--- config.mk ---
export PLATFORM = sky130hd
export DESIGN_NAME = tap_recorder
export DESIGN_NICKNAME = d
export VERILOG_FILES = /design/src/rtl/tap_recorder.sv
export SDC_FILE = /design/constraint.sdc
export NUM_CORES = 1
export LEC_CHECK = 0
export CORE_MARGIN = 2
export CORE_UTILIZATION = 45
export CTS_CLUSTER_DIAMETER = 80
export DETAILED_ROUTE_END_ITERATION = 16
export DONT_BUFFER_PORTS = 1
export SLEW_MARGIN = 20
export SYNTH_ARGS = -nofsm -noshare
export SYNTH_HDL_FRONTEND = slang
export SYNTH_SLANG_ARGS = --single-unit
--- constraint.sdc ---
create_clock -name clk -period 10 [get_ports clk]
set_input_delay 1.5 -clock clk [delete_from_list [all_inputs] [get_ports clk]]
set_output_delay 1.5 -clock clk [all_outputs]
set_load 0.005 [all_outputs]
--- src/rtl/tap_recorder.sv ---
// tap_recorder: times cass_write falling edges in ce_1m ticks, encodes each
// period as TAP v1 bytes, queues them in a small FIFO and writes them to tape
// RAM over a req/ack port. On stop it drains, then writes the 20-byte header.
module tap_recorder #(
  parameter int ADDR_W  = 25,
  parameter int FIFO_AW = 4,
  parameter int HDR_LEN = 20
) (
  input  logic              clk,
  input  logic              reset_n,
  input  logic              ce_1m,
  input  logic              rec_arm,
  input  logic              rec_stop,
  input  logic              cass_write,
  input  logic              cass_motor_n,
  output logic              mem_req,
  output logic [ADDR_W-1:0] mem_addr,
  output logic [7:0]        mem_dout,
  input  logic              mem_ack,
  output logic [31:0]       tape_len,
  output logic              rec_active,
  output logic              rec_done,
  output logic              overflow
);
  localparam longint      MAX_BYTES = longint'(1) << ADDR_W;
  localparam logic [31:0] MAX_DATA  = 32'(MAX_BYTES - longint'(HDR_LEN));
  localparam int          DEPTH     = 1 << FIFO_AW;

  typedef enum logic [2:0] {S_IDLE, S_REC, S_DRAIN, S_HDR, S_DONE} state_t;
  state_t state, state_nx;

  logic               prev_cw, first_edge;
  logic [23:0]        cyc, ev_len;
  logic [31:0]        enc_sr;
  logic [2:0]         enc_cnt;
  logic [7:0]         fifo_mem [DEPTH];
  logic [FIFO_AW:0]   wr_ptr, rd_ptr;
  logic [4:0]         hdr_idx;
  logic arm_go, tick, fall, sat, ev, len_full, enc_busy;
  logic fifo_empty, fifo_full, push, pop, drain_done, ack_hit;

  // Fixed TAP v1 header; the last four bytes carry the data length.
  function automatic logic [7:0] hdr_byte(input logic [4:0] idx, input logic [31:0] len);
    logic [7:0] b;
    b = 8'h00;
    case (idx)
      5'd0:  b = 8'h43;  5'd1:  b = 8'h36;  5'd2:  b = 8'h34;  5'd3:  b = 8'h2D;
      5'd4:  b = 8'h54;  5'd5:  b = 8'h41;  5'd6:  b = 8'h50;  5'd7:  b = 8'h45;
      5'd8:  b = 8'h2D;  5'd9:  b = 8'h52;  5'd10: b = 8'h41;  5'd11: b = 8'h57;
      5'd12: b = 8'h01;
      5'd16: b = len[7:0];   5'd17: b = len[15:8];
      5'd18: b = len[23:16]; 5'd19: b = len[31:24];
      default: b = 8'h00;
    endcase
    return b;
  endfunction

  assign arm_go     = rec_arm && (state == S_IDLE || state == S_DONE);
  assign tick       = ce_1m && !cass_motor_n && (state == S_REC);
  assign fall       = tick && prev_cw && !cass_write;
  assign sat        = tick && !fall && (cyc == 24'hFFFFFF);
  // Period includes the edge tick itself; clamp so a saturated counter never wraps.
  assign ev_len     = (fall && cyc != 24'hFFFFFF) ? cyc + 24'd1 : 24'hFFFFFF;
  assign len_full   = tape_len >= MAX_DATA;
  assign ev         = ((fall && !first_edge) || sat) && !len_full;
  assign enc_busy   = enc_cnt != 3'd0;
  assign fifo_empty = wr_ptr == rd_ptr;
  assign fifo_full  = (wr_ptr[FIFO_AW] != rd_ptr[FIFO_AW]) &&
                      (wr_ptr[FIFO_AW-1:0] == rd_ptr[FIFO_AW-1:0]);
  assign push       = enc_busy && !fifo_full && !len_full;
  assign pop        = (state == S_REC || state == S_DRAIN) && !mem_req && !fifo_empty && !len_full;
  // Once the tape is full, leftover FIFO/encoder bytes are abandoned.
  assign drain_done = !mem_req && (len_full || (!enc_busy && fifo_empty));
  assign ack_hit    = mem_req && mem_ack;
  assign rec_active = (state == S_REC) || (state == S_DRAIN);
  assign rec_done   = state == S_DONE;

  // State register.
  always_ff @(posedge clk or negedge reset_n) begin
    if (!reset_n) state <= S_IDLE;
    else          state <= state_nx;
  end

  // Next-state logic.
  always_comb begin
    state_nx = state;
    case (state)
      S_IDLE:  if (arm_go) state_nx = S_REC;
      S_REC:   if (rec_stop || len_full) state_nx = S_DRAIN;
      S_DRAIN: if (drain_done) state_nx = S_HDR;
      S_HDR:   if (ack_hit && hdr_idx == 5'(HDR_LEN - 1)) state_nx = S_DONE;
      S_DONE:  if (arm_go) state_nx = S_REC;
      default: state_nx = S_IDLE;
    endcase
  end

  // Period timer and encoder stage (up to 4 bytes, drained one per clk).
  always_ff @(posedge clk or negedge reset_n) begin
    if (!reset_n) begin
      prev_cw <= 1'b0; first_edge <= 1'b0; cyc <= '0;
      enc_sr <= '0; enc_cnt <= '0; overflow <= 1'b0;
    end else begin
      if (ce_1m) prev_cw <= cass_write;
      if (arm_go) begin
        first_edge <= 1'b1; cyc <= '0; enc_cnt <= '0; overflow <= 1'b0;
      end else begin
        if (tick) begin
          if (fall) begin cyc <= '0; first_edge <= 1'b0; end
          else if (sat) cyc <= '0;
          else cyc <= cyc + 24'd1;
        end
        if (ev && !enc_busy) begin
          if (ev_len < 24'd8)         begin enc_sr <= 32'h01;               enc_cnt <= 3'd1; end
          else if (ev_len < 24'd2048) begin enc_sr <= {24'h0, ev_len[10:3]}; enc_cnt <= 3'd1; end
          else                        begin enc_sr <= {ev_len, 8'h00};      enc_cnt <= 3'd4; end
        end else if (push) begin
          enc_sr  <= enc_sr >> 8;
          enc_cnt <= enc_cnt - 3'd1;
        end
        if ((ev && enc_busy) || len_full) overflow <= 1'b1;
      end
    end
  end

  // FIFO pointers; arm flushes.
  always_ff @(posedge clk or negedge reset_n) begin
    if (!reset_n) begin
      wr_ptr <= '0; rd_ptr <= '0;
    end else if (arm_go) begin
      wr_ptr <= '0; rd_ptr <= '0;
    end else begin
      if (push) wr_ptr <= wr_ptr + 1'b1;
      if (pop)  rd_ptr <= rd_ptr + 1'b1;
    end
  end

  // FIFO storage.
  always_ff @(posedge clk) begin
    if (push) fifo_mem[wr_ptr[FIFO_AW-1:0]] <= enc_sr[7:0];
  end

  // Memory writer: one byte per handshake, req low for a clk after each ack.
  always_ff @(posedge clk or negedge reset_n) begin
    if (!reset_n) begin
      mem_req <= 1'b0; mem_addr <= '0; mem_dout <= '0; tape_len <= '0; hdr_idx <= '0;
    end else if (arm_go) begin
      mem_req <= 1'b0; tape_len <= '0; hdr_idx <= '0;
    end else if (mem_req) begin
      if (mem_ack) begin
        mem_req <= 1'b0;
        if (state == S_HDR) hdr_idx <= hdr_idx + 5'd1;
        else                tape_len <= tape_len + 32'd1;
      end
    end else if (pop) begin
      mem_req  <= 1'b1;
      mem_dout <= fifo_mem[rd_ptr[FIFO_AW-1:0]];
      mem_addr <= ADDR_W'(tape_len + 32'(HDR_LEN));
    end else if (state == S_HDR && hdr_idx < 5'(HDR_LEN)) begin
      mem_req  <= 1'b1;
      mem_dout <= hdr_byte(hdr_idx, tape_len);
      mem_addr <= ADDR_W'(hdr_idx);
    end
  end
endmodule

==> results.toml, run 1 <==
[floorplanning]
floorplan.io_pins = 77
start_util_pct = 45.36
dieWidth_um = 176.1
rows = 63
die_y_um = 176.1
die_area_um2 = 31030
core_region_area_um2 = 29400

[drt]
wl_met2_mm = 14.46
drt_iter0_markers = 657
ant_nets = 0
met1_length_mm = 14.12
drc = 0
dr_wl_met3_mm = 1.703
top_layer_used = "met4"
firstDrtPassIters = 5
via_per_inst = 5.843
drt_wl_total_mm = 30.90
num_vias = 8911
wl_per_cell_um = 20.26

[global_routing]
grt_max_degree = 147
track_usage_pct = 20.01
antenna_found_initial = 0
grt-ovfl-total = 0
grt_pass1_vias = 8547
grt_first_pass_wirelength_mm = 49.37

[pwr]
power_density_nw_per_um2 = 249.8
total_power_w = 0.003641
intPower_w = 0.002441
p_leak_nw = 5.376
clkPwrFrac_pct = 29.5
ir_drop_mv = 0.1549
comb_power_share_pct = 28.8
seqPwrFrac_pct = 41.7
swShare_pct = 32.96
switchingPower_w = 0.001200

[layout]
syn_to_final_growth_pct = 9.298
nets = 1134
final_common_cell = "dfrtp_1"
layout_common_cells = "145 x dfrtp_1, 128 x edfxtp_1, 122 x nand2_1, 105 x nor2_1, 84 x o21ai_0"
drive_gt1_share_pct = 12.61

[worst_setup_path]
crit_chain = "nor4b_1, nand2_1, nor3_1, o221a_2, o21ai_2, buf_4, a22o_1, a31o_1"
reg2reg_slack_ps = 6190
required_ps = 10430
r2r_start = "cyc[0]"
start_kind = "input pin"
worst_path_max_delay_cell = "nor4b_1"
cp-startpoint = "cass_motor_n"
cp.arrival_ps = 4600
max_stage_delay_ps = 650
critPathMaxFanout = 30
end_kind = "flop"
worstSetupPathType = "input pin to flop"

[timing]
slew_headroom_pct = 36.86
fin_crit_ps = 4170
setup_viol = 0
fin_crit_sh_pct = 41.70
fmax_mhz = 239.8
finalHoldViolCount = 0
worst_pin_slew_ps = 947.1
drv_slew = 0
skew_ps = 16.09
rsz0062_at_grt = "false"
finalSetupTns_ps = 0

[placement]
gp_congestion = 0.8593
dp.final_hpwl_mm = 20.59
portBuffers = 0

[clock_network]
root_buffer = "clkbuf_16"
cts.clk_slew.worst_paths_ps = 60
cts_inserted_buffers = 29
clk_latency_ps = 550
cts.repair.resized = 0
cts_htree_levels = 1
clk_path_buf_depth = 3
cts_tree = "yes"
cts_sinks = 274
post-cts-setup-buffer-count = 0
postCtsHoldBufs = 0

[synth]
synth_cells = 1143
synthArstFlopShare_pct = 53.28
synth_edf_count = 128
syn_avg_cell_area_um2 = 11.67
syn_nets = 1166
syn-cell-area_um2 = 13340
synth_seq_area_share_pct = 56.22
ys_types = 77
synth.yosys.warnings = 0
ys_seq_elements = 274
synth_top_flop_cell = "dfrtp_1"

[min_path]
hold_path_class = "flop to flop"
hold_start = "enc_sr[27]"

[flow_run]
cap_violations = 0

[run_status]
outcome = "complete, no violations"
cell type report:
| type | count | area, um2 |
|---|---|---|
| clock buffers | 41 | 810.8 |
| fillers | 2557 | 14830 |
| well taps | 390 | 488.0 |
| multi-input cells | 775 | 5463 |
| repair buffers | 15 | 112.6 |
| clock inverters | 13 | 140.1 |
| diodes | 1 | 2.502 |
| flip-flops and latches | 274 | 7498 |
| inverters | 16 | 60.06 |
per-stage QoR:
| step | hold WS, ps | instance area [um2] | setup slack (ps) | util (%) | std cells |
|---|---|---|---|---|---|
| 2_1_floorplan | 433.4 | 13340 | 6611 | - | 1143 |
| 4_1_cts | 468.7 | 14560 | 5850 | 49.52 | 1523 |
| 6_report | 464.7 | 14580 | 5830 | 49.57 | 1525 |
| 3_3_place_gp | 446.0 | 13610 | 5353 | 46.28 | 1469 |
| 3_5_place_dp | 455.7 | 13610 | 5261 | 46.28 | 1469 |
| 5_1_grt | 492.1 | 14570 | 5533 | 49.56 | 1524 |
metal layers:
| metal | up-vias | global-route usage, % |
|---|---|---|
| li1 | 4150 | - |
| met4 | 0 | 4.993 |
| met2 | 244 | 31.85 |
| met1 | 4474 | 28.98 |
| met5 | - | 0 |
| met3 | 43 | 2.993 |
cell families after synthesis:
family / Yosys count / share of synthesized area [%]
AND/OR/NAND/NOR: 387 / 14.16
flip-flops: 274 / 56.22
AO/OA/AOI/OAI: 232 / 11.44
buffers and inverters: 94 / 3.049
XOR/XNOR: 80 / 5.254
multiplexers: 61 / 8.472
adder cells (fa/ha/maj): 15 / 1.407
sequential cells by signal, summed over array words and instances, names as in the netlist, 5 cells and up:
signal and cells:
rd_ptr 5, fifo_mem 128, hdr_idx 5, enc_sr 32, wr_ptr 5, cyc 24
tape_len 32, mem_addr 25, mem_dout 8
synth_stat cells, types with 3 or more instances:
| cell type | count | area [um2] |
|---|---|---|
| dfrtp_1 | 146 | 3654 |
| a22o_1 | 9 | 78.83 |
| o41ai_1 | 3 | 26.28 |
| mux4_2 | 40 | 900.9 |
| nand2_1 | 122 | 457.9 |
| a31o_1 | 8 | 70.07 |
| o21ai_0 | 84 | 420.4 |
| a21o_1 | 5 | 37.54 |
| a22oi_1 | 6 | 45.04 |
| nand3_1 | 32 | 160.2 |
| buf_2 | 17 | 85.08 |
| nor4_1 | 7 | 43.79 |
| a21oi_1 | 38 | 190.2 |
| a221oi_1 | 4 | 35.03 |
| o2bb2ai_1 | 8 | 70.07 |
| mux2i_1 | 6 | 60.06 |
| and3_1 | 14 | 87.58 |
| o21a_1 | 4 | 30.03 |
| o21ai_1 | 4 | 20.02 |
| o32ai_1 | 3 | 26.28 |
| xor2_1 | 43 | 376.6 |
| o31ai_1 | 14 | 105.1 |
| ha_1 | 15 | 187.7 |
| nand2b_1 | 7 | 43.79 |
| buf_6 | 3 | 33.78 |
| o211ai_1 | 8 | 60.06 |
| nor2_1 | 105 | 394.1 |
| a211oi_1 | 3 | 22.52 |
| mux2_2 | 15 | 168.9 |
| a31oi_1 | 3 | 18.77 |
| and2_1 | 4 | 25.02 |
| nor3_1 | 18 | 90.09 |
| nor2b_1 | 6 | 37.54 |
| nor4_2 | 3 | 37.54 |
| clkbuf_1 | 47 | 176.4 |
| xnor2_1 | 37 | 324.1 |
| o22ai_1 | 4 | 25.02 |
| buf_1 | 7 | 26.28 |
| or3_1 | 17 | 106.4 |
| or2_2 | 3 | 18.77 |
| inv_1 | 16 | 60.06 |
| edfxtp_1 | 128 | 3844 |
| nand4_1 | 32 | 200.2 |
path summary, 6_finish.rpt:
kind	depth (start not counted)	endpoint
max in group asynchronous	0	mem_addr[22]
hold / removal	2	enc_sr[27]
min in group asynchronous	0	tape_len[2]
hold reg to reg	2	enc_sr[27]
setup reg to reg	9	enc_sr[5]
setup / recovery	8	enc_sr[5]
worst max-delay path: cells and delay by family:
family                 cells  cell delay [ps]
AOI/OAI and AO/OA          4             1390
buffers and inverters      1              320
and+or+nand+nor            3             1370
power groups by stage:
stage | combinational, W | sequential [W] | clock [W]
5_1_grt | 0.00116 | 0.00154 | 0.00114
3_5_place_dp | 0.00106 | 0.00154 | 0
6_report | 0.00105 | 0.00152 | 0.00107
4_1_cts | 0.00107 | 0.00152 | 0.00110
2_1_floorplan | 0.000815 | 0.00147 | 0
3_3_place_gp | 0.00105 | 0.00153 | 0
No activity file was read; power rests on OpenSTA's default activity.
==> run 2: changes to the inputs <==
Clock period 10 ns to 3.4 ns, I/O delays scaled along.
==> run 2 against run 1 <==
The run now ends with negative hold slack left. Sequential power rose to 2.9 times the previous value. Final cell count up 3.7%. Sequential cell count unchanged. First-iteration DRC count up 24%. Routed wire length up 2.1%. Highest routed layer unchanged. Sequential share of layout area down 1.7 points. Clock power rose to 3.1 times the previous value. Core utilization up 1.7 points. Power rose to 3.0 times the previous value. Worst hold slack worse by 840 ps. Combinational power rose to 3.2 times the previous value. Final area up 3.3%.
==> results.toml, run 2 (synthesized netlist as in run 1, its figures left out) <==
[timing]
worst_pin_slew_ps = 1022
drv_slew = 0
finalSetupTns_ps = 0
fmax_mhz = 315.7
skew_ps = 31.81
fin_crit_sh_pct = 93.15
holdWs_ps = -370.6
fin_crit_ps = 3167
setup_viol = 0
slew_headroom_pct = 31.87
rsz0062_at_grt = "false"
finalHoldViolCount = 146

[flow_run]
cap_violations = 0

[pwr]
ir_drop_mv = 0.4341
power_density_nw_per_um2 = 733.3
p_leak_nw = 5.710

[worst_setup_path]
crit_chain = "ha_1, nand3_2, or4_4, nor4b_4, o221a_2, o21ai_2, a22o_1, a31o_1"
reg2reg_depth = 8
max_stage_delay_ps = 620
start_kind = "flop"
critPathMaxFanout = 25
end_kind = "flop"
cp-startpoint = "cyc[0]"
setup.worst_path.end = "enc_sr[1]"
reg2reg_slack_ps = 230
cp.depth = 8
crit_buf_inv = 0
r2r_end = "enc_sr[1]"
worstSetupPathType = "flop to flop"
worst_path_max_delay_cell = "or4_4"
cp_top_family = "simple AND/OR/NAND/NOR gates"
cp.arrival_ps = 3600
required_ps = 3830
r2r_start = "cyc[0]"

[placement]
portBuffers = 0
gp_congestion = 0.8634
place_inst = 1524
place_area_um2 = 14020
dp.final_hpwl_mm = 21.52

[global_routing]
antenna_found_initial = 1
grt_pass1_vias = 8770
grt_max_degree = 147
track_usage_pct = 20.35
grt_first_pass_wirelength_mm = 50.26
grt-ovfl-total = 0

[layout]
syn_to_final_growth_pct = 12.96
final_common_cell = "dfrtp_1"
regArea_um2 = 7498
fillCellCount = 2552
multiInputGateArea_um2 = 5451
fin_area_um2 = 15060
nets = 1189
drive_gt1_share_pct = 16.64
fin_cells = 1581
largest_reg_flops = 128
layout_common_cells = "145 x dfrtp_1, 128 x edfxtp_1, 122 x nand2_1, 105 x nor2_1, 84 x o21ai_0"

[clock_network]
cts_sinks = 274
clk_latency_ps = 570
cts_inserted_buffers = 30
cts_htree_levels = 1
root_buffer = "clkbuf_16"
post-cts-setup-buffer-count = 0
cts_tree = "yes"
cts.clk_slew.worst_paths_ps = 60
clk_path_buf_depth = 3

[drt]
drc = 0
ant_nets = 0
drt_wl_total_mm = 31.54
num_vias = 9033
via_per_inst = 5.713
drt_iter0_markers = 814
wl_per_cell_um = 19.95
firstDrtPassIters = 6

[floorplanning]
core_region_area_um2 = 29400
floorplan.io_pins = 77
dieWidth_um = 176.1
die_y_um = 176.1
start_util_pct = 45.36
die_area_um2 = 31030
rows = 63

[min_path]
hold_path_class = "input pin to async pin"

[run_status]
outcome = "finished, violations left"
violations = "negative hold slack"
## run 2: worst min path at each step
stage	slack [ps]	depth (start not counted)	to	start
3_3_place_gp	220	0	mem_dout[4]	reset_n
6_report	-370	0	mem_dout[3]	reset_n
5_1_grt	-390	0	mem_dout[5]	reset_n
4_1_cts	-390	0	mem_dout[3]	reset_n
2_1_floorplan	210	0	cyc[0]	reset_n
3_5_place_dp	220	0	mem_dout[5]	reset_n
## run 2: per-stage QoR
step           hold slack, ps  utilization, %  power, W  setup slack (ps)
4_1_cts                -385.4           51.19   0.01114             146.6
3_5_place_dp            217.7           47.68  0.007810             145.4
5_1_grt                -385.5           51.23   0.01162             14.77
6_report               -370.6           51.23   0.01105             232.9
3_3_place_gp            217.7           47.68  0.007735             252.2
2_1_floorplan           214.4               -  0.006722             11.10
## run 2: what timing repair did
| item | in CTS | in global routing |
|---|---|---|
| gates resized for setup | 0 | 1 |
| hold endpoints to repair | 146 | 146 |
| setup endpoints to repair | 0 | 16 |
## run 2: report_power, final
| part | internal (W) | switching, W | leakage, nW |
|---|---|---|---|
| clock | 0.00199 | 0.00133 | 0.505 |
| sequential | 0.00405 | 0.000355 | 3.11 |
| combinational | 0.00140 | 0.00193 | 2.10 |
## run 2: area by class of cell
cell class,count,area share (%)
diodes,1,0.01661
flip-flops and latches,274,49.78
multi-input cells,775,36.19
clock buffers,41,5.665
inverters,16,0.3987
clock inverters,15,1.188
repair buffers,69,3.522
well taps,390,3.239
## run 2: per-layer routing
layer | global-route usage (%) | part of all wire [%]
met5 | 0 | 0
met4 | 4.683 | 2.0
met3 | 3.208 | 5.0
met2 | 32.50 | 47
met1 | 29.41 | 46
==> run 3: changes to the inputs <==
Settings changed: MAX_ROUTING_LAYER set to met4.
==> run 3 against run 2 <==
The flow still finishes with violations (negative hold slack). Non-clock buffer count is the same. Final cell count stayed put. Power about the same. Global-route usage rose by 0.65 points. Clock power about the same. Sequential share of layout area unchanged. Core utilization stayed put. First-iteration DRC count down 12%. Clock skew about the same. Sequential power is essentially flat.
==> results.toml, run 3 (synthesized netlist as in run 1, its figures left out) <==
[run_status]
outcome = "finished, violations left"
violations = "negative hold slack"

[floorplanning]
rows = 63
die_y_um = 176.1
start_util_pct = 45.36
die_area_um2 = 31030
dieWidth_um = 176.1
floorplan.io_pins = 77
core_region_area_um2 = 29400

[worst_setup_path]
cp_top_family = "simple AND/OR/NAND/NOR gates"
cp.arrival_ps = 3600
worstSetupPathType = "flop to flop"
max_stage_delay_ps = 620
crit_chain = "ha_1, nand3_2, or4_4, nor4b_4, o221a_2, o21ai_2, a22o_1, a31o_1"
start_kind = "flop"
critPathMaxFanout = 25
crit_buf_inv = 0
worst_path_max_delay_cell = "or4_4"
end_kind = "flop"
required_ps = 3840
r2r_start = "cyc[0]"
cp-startpoint = "cyc[0]"

[layout]
layout_common_cells = "145 x dfrtp_1, 128 x edfxtp_1, 122 x nand2_1, 105 x nor2_1, 84 x o21ai_0"
largest_reg_flops = 128
fin_area_um2 = 15060
final_common_cell = "dfrtp_1"
syn_to_final_growth_pct = 12.96
fillCellCount = 2552
drive_gt1_share_pct = 16.64
nets = 1189

[pwr]
switchingPower_w = 0.003618
swShare_pct = 32.74
seqPwrFrac_pct = 39.8
power_density_nw_per_um2 = 733.7
intPower_w = 0.007434
ir_drop_mv = 0.4344
clkPwrFrac_pct = 30.0
comb_power_share_pct = 30.2
p_leak_nw = 5.710

[min_path]
hold_path_class = "input pin to async pin"

[clock_network]
cts_tree = "yes"
cts_sinks = 274
clk_path_buf_depth = 3
cts.clk_slew.worst_paths_ps = 60
cts_htree_levels = 1
cts_inserted_buffers = 30
clk_latency_ps = 570
post-cts-setup-buffer-count = 0
root_buffer = "clkbuf_16"

[timing]
drv_slew = 0
holdWs_ps = -368.6
rsz0062_at_grt = "false"
setup_viol = 0
finalHoldViolCount = 146
fin_crit_sh_pct = 93.08
worst_pin_slew_ps = 1022
fin_crit_ps = 3165
finalSetupTns_ps = 0
fmax_mhz = 316.0
skew_ps = 32.07
slew_headroom_pct = 31.85

[drt]
via_per_inst = 5.743
ant_nets = 0
drt_wl_total_mm = 31.59
wl_per_cell_um = 19.98
firstDrtPassIters = 5
num_vias = 9080
drc = 0
drt_iter0_markers = 715

[global_routing]
grt-ovfl-total = 0
grt_first_pass_wirelength_mm = 50.27
grt_max_degree = 147
grt_pass1_vias = 8751
antenna_found_initial = 1
track_usage_pct = 21.00

[placement]
gp_congestion = 0.8781
place_area_um2 = 14020
dp.final_hpwl_mm = 21.52
portBuffers = 0

[flow_run]
cap_violations = 0
-- run 3: metrics by stage --
stage | power [W] | worst slack, ps | utilization (%) | instances
floorplan | 0.006722 | 11.10 | - | 1143
global placement | 0.007735 | 252.2 | 47.68 | 1524
detailed placement | 0.007810 | 145.4 | 47.68 | 1524
CTS | 0.01114 | 146.6 | 51.19 | 1580
global route | 0.01162 | 14.77 | 51.23 | 1581
finish | 0.01105 | 235.1 | 51.23 | 1581
-- run 3: what timing repair did --
item | CTS | global route
endpoints found under the setup margin | 0 | 16
resized for setup | 0 | 1
hold endpoints to repair | 146 | 146
-- run 3: final timing paths --
| kind | cells after the start | endpoint | slack [ps] |
|---|---|---|---|
| min in group clk | 1 | prev_cw | 110 |
| worst min-delay path | 0 | mem_dout[6] | -370 |
| worst max register to register | 8 | enc_sr[1] | 240 |
| worst max-delay path | 8 | enc_sr[1] | 240 |
| worst min register to register | 2 | enc_sr[27] | 460 |
| max in group asynchronous | 0 | cyc[14] | 3540 |
-- run 3: area by class of cell --
| cell class | count | area, um2 | share of cell area (%) |
|---|---|---|---|
| sequential | 274 | 7498 | 49.78 |
| multi-input combinational | 775 | 5451 | 36.19 |
| clock buffer | 41 | 853.3 | 5.665 |
| timing repair buffer | 69 | 530.5 | 3.522 |
| tap | 390 | 488.0 | 3.239 |
| clock inverter | 15 | 178.9 | 1.188 |
| inverter | 16 | 60.06 | 0.3987 |
| antenna | 1 | 2.502 | 0.01661 |
-- run 3: per-layer routing --
layer	wire, um	up-vias	GRT usage, %
met2	14720	240	32.58
met3	1697	40	3.208
met4	678	0	4.683
met5	0	-	-
met1	14500	4523	29.44
li1	-	4277	-
-- run 3: power by group through the flow --
| stage | Sequential, W | Combinational (W) | Clock (W) |
|---|---|---|---|
| 5_1_grt | 0.00447 | 0.00362 | 0.00353 |
| 3_3_place_gp | 0.00444 | 0.00329 | 0 |
| 2_1_floorplan | 0.00433 | 0.00240 | 0 |
| 4_1_cts | 0.00440 | 0.00336 | 0.00338 |
| 3_5_place_dp | 0.00447 | 0.00334 | 0 |
| 6_report | 0.00440 | 0.00334 | 0.00332 |
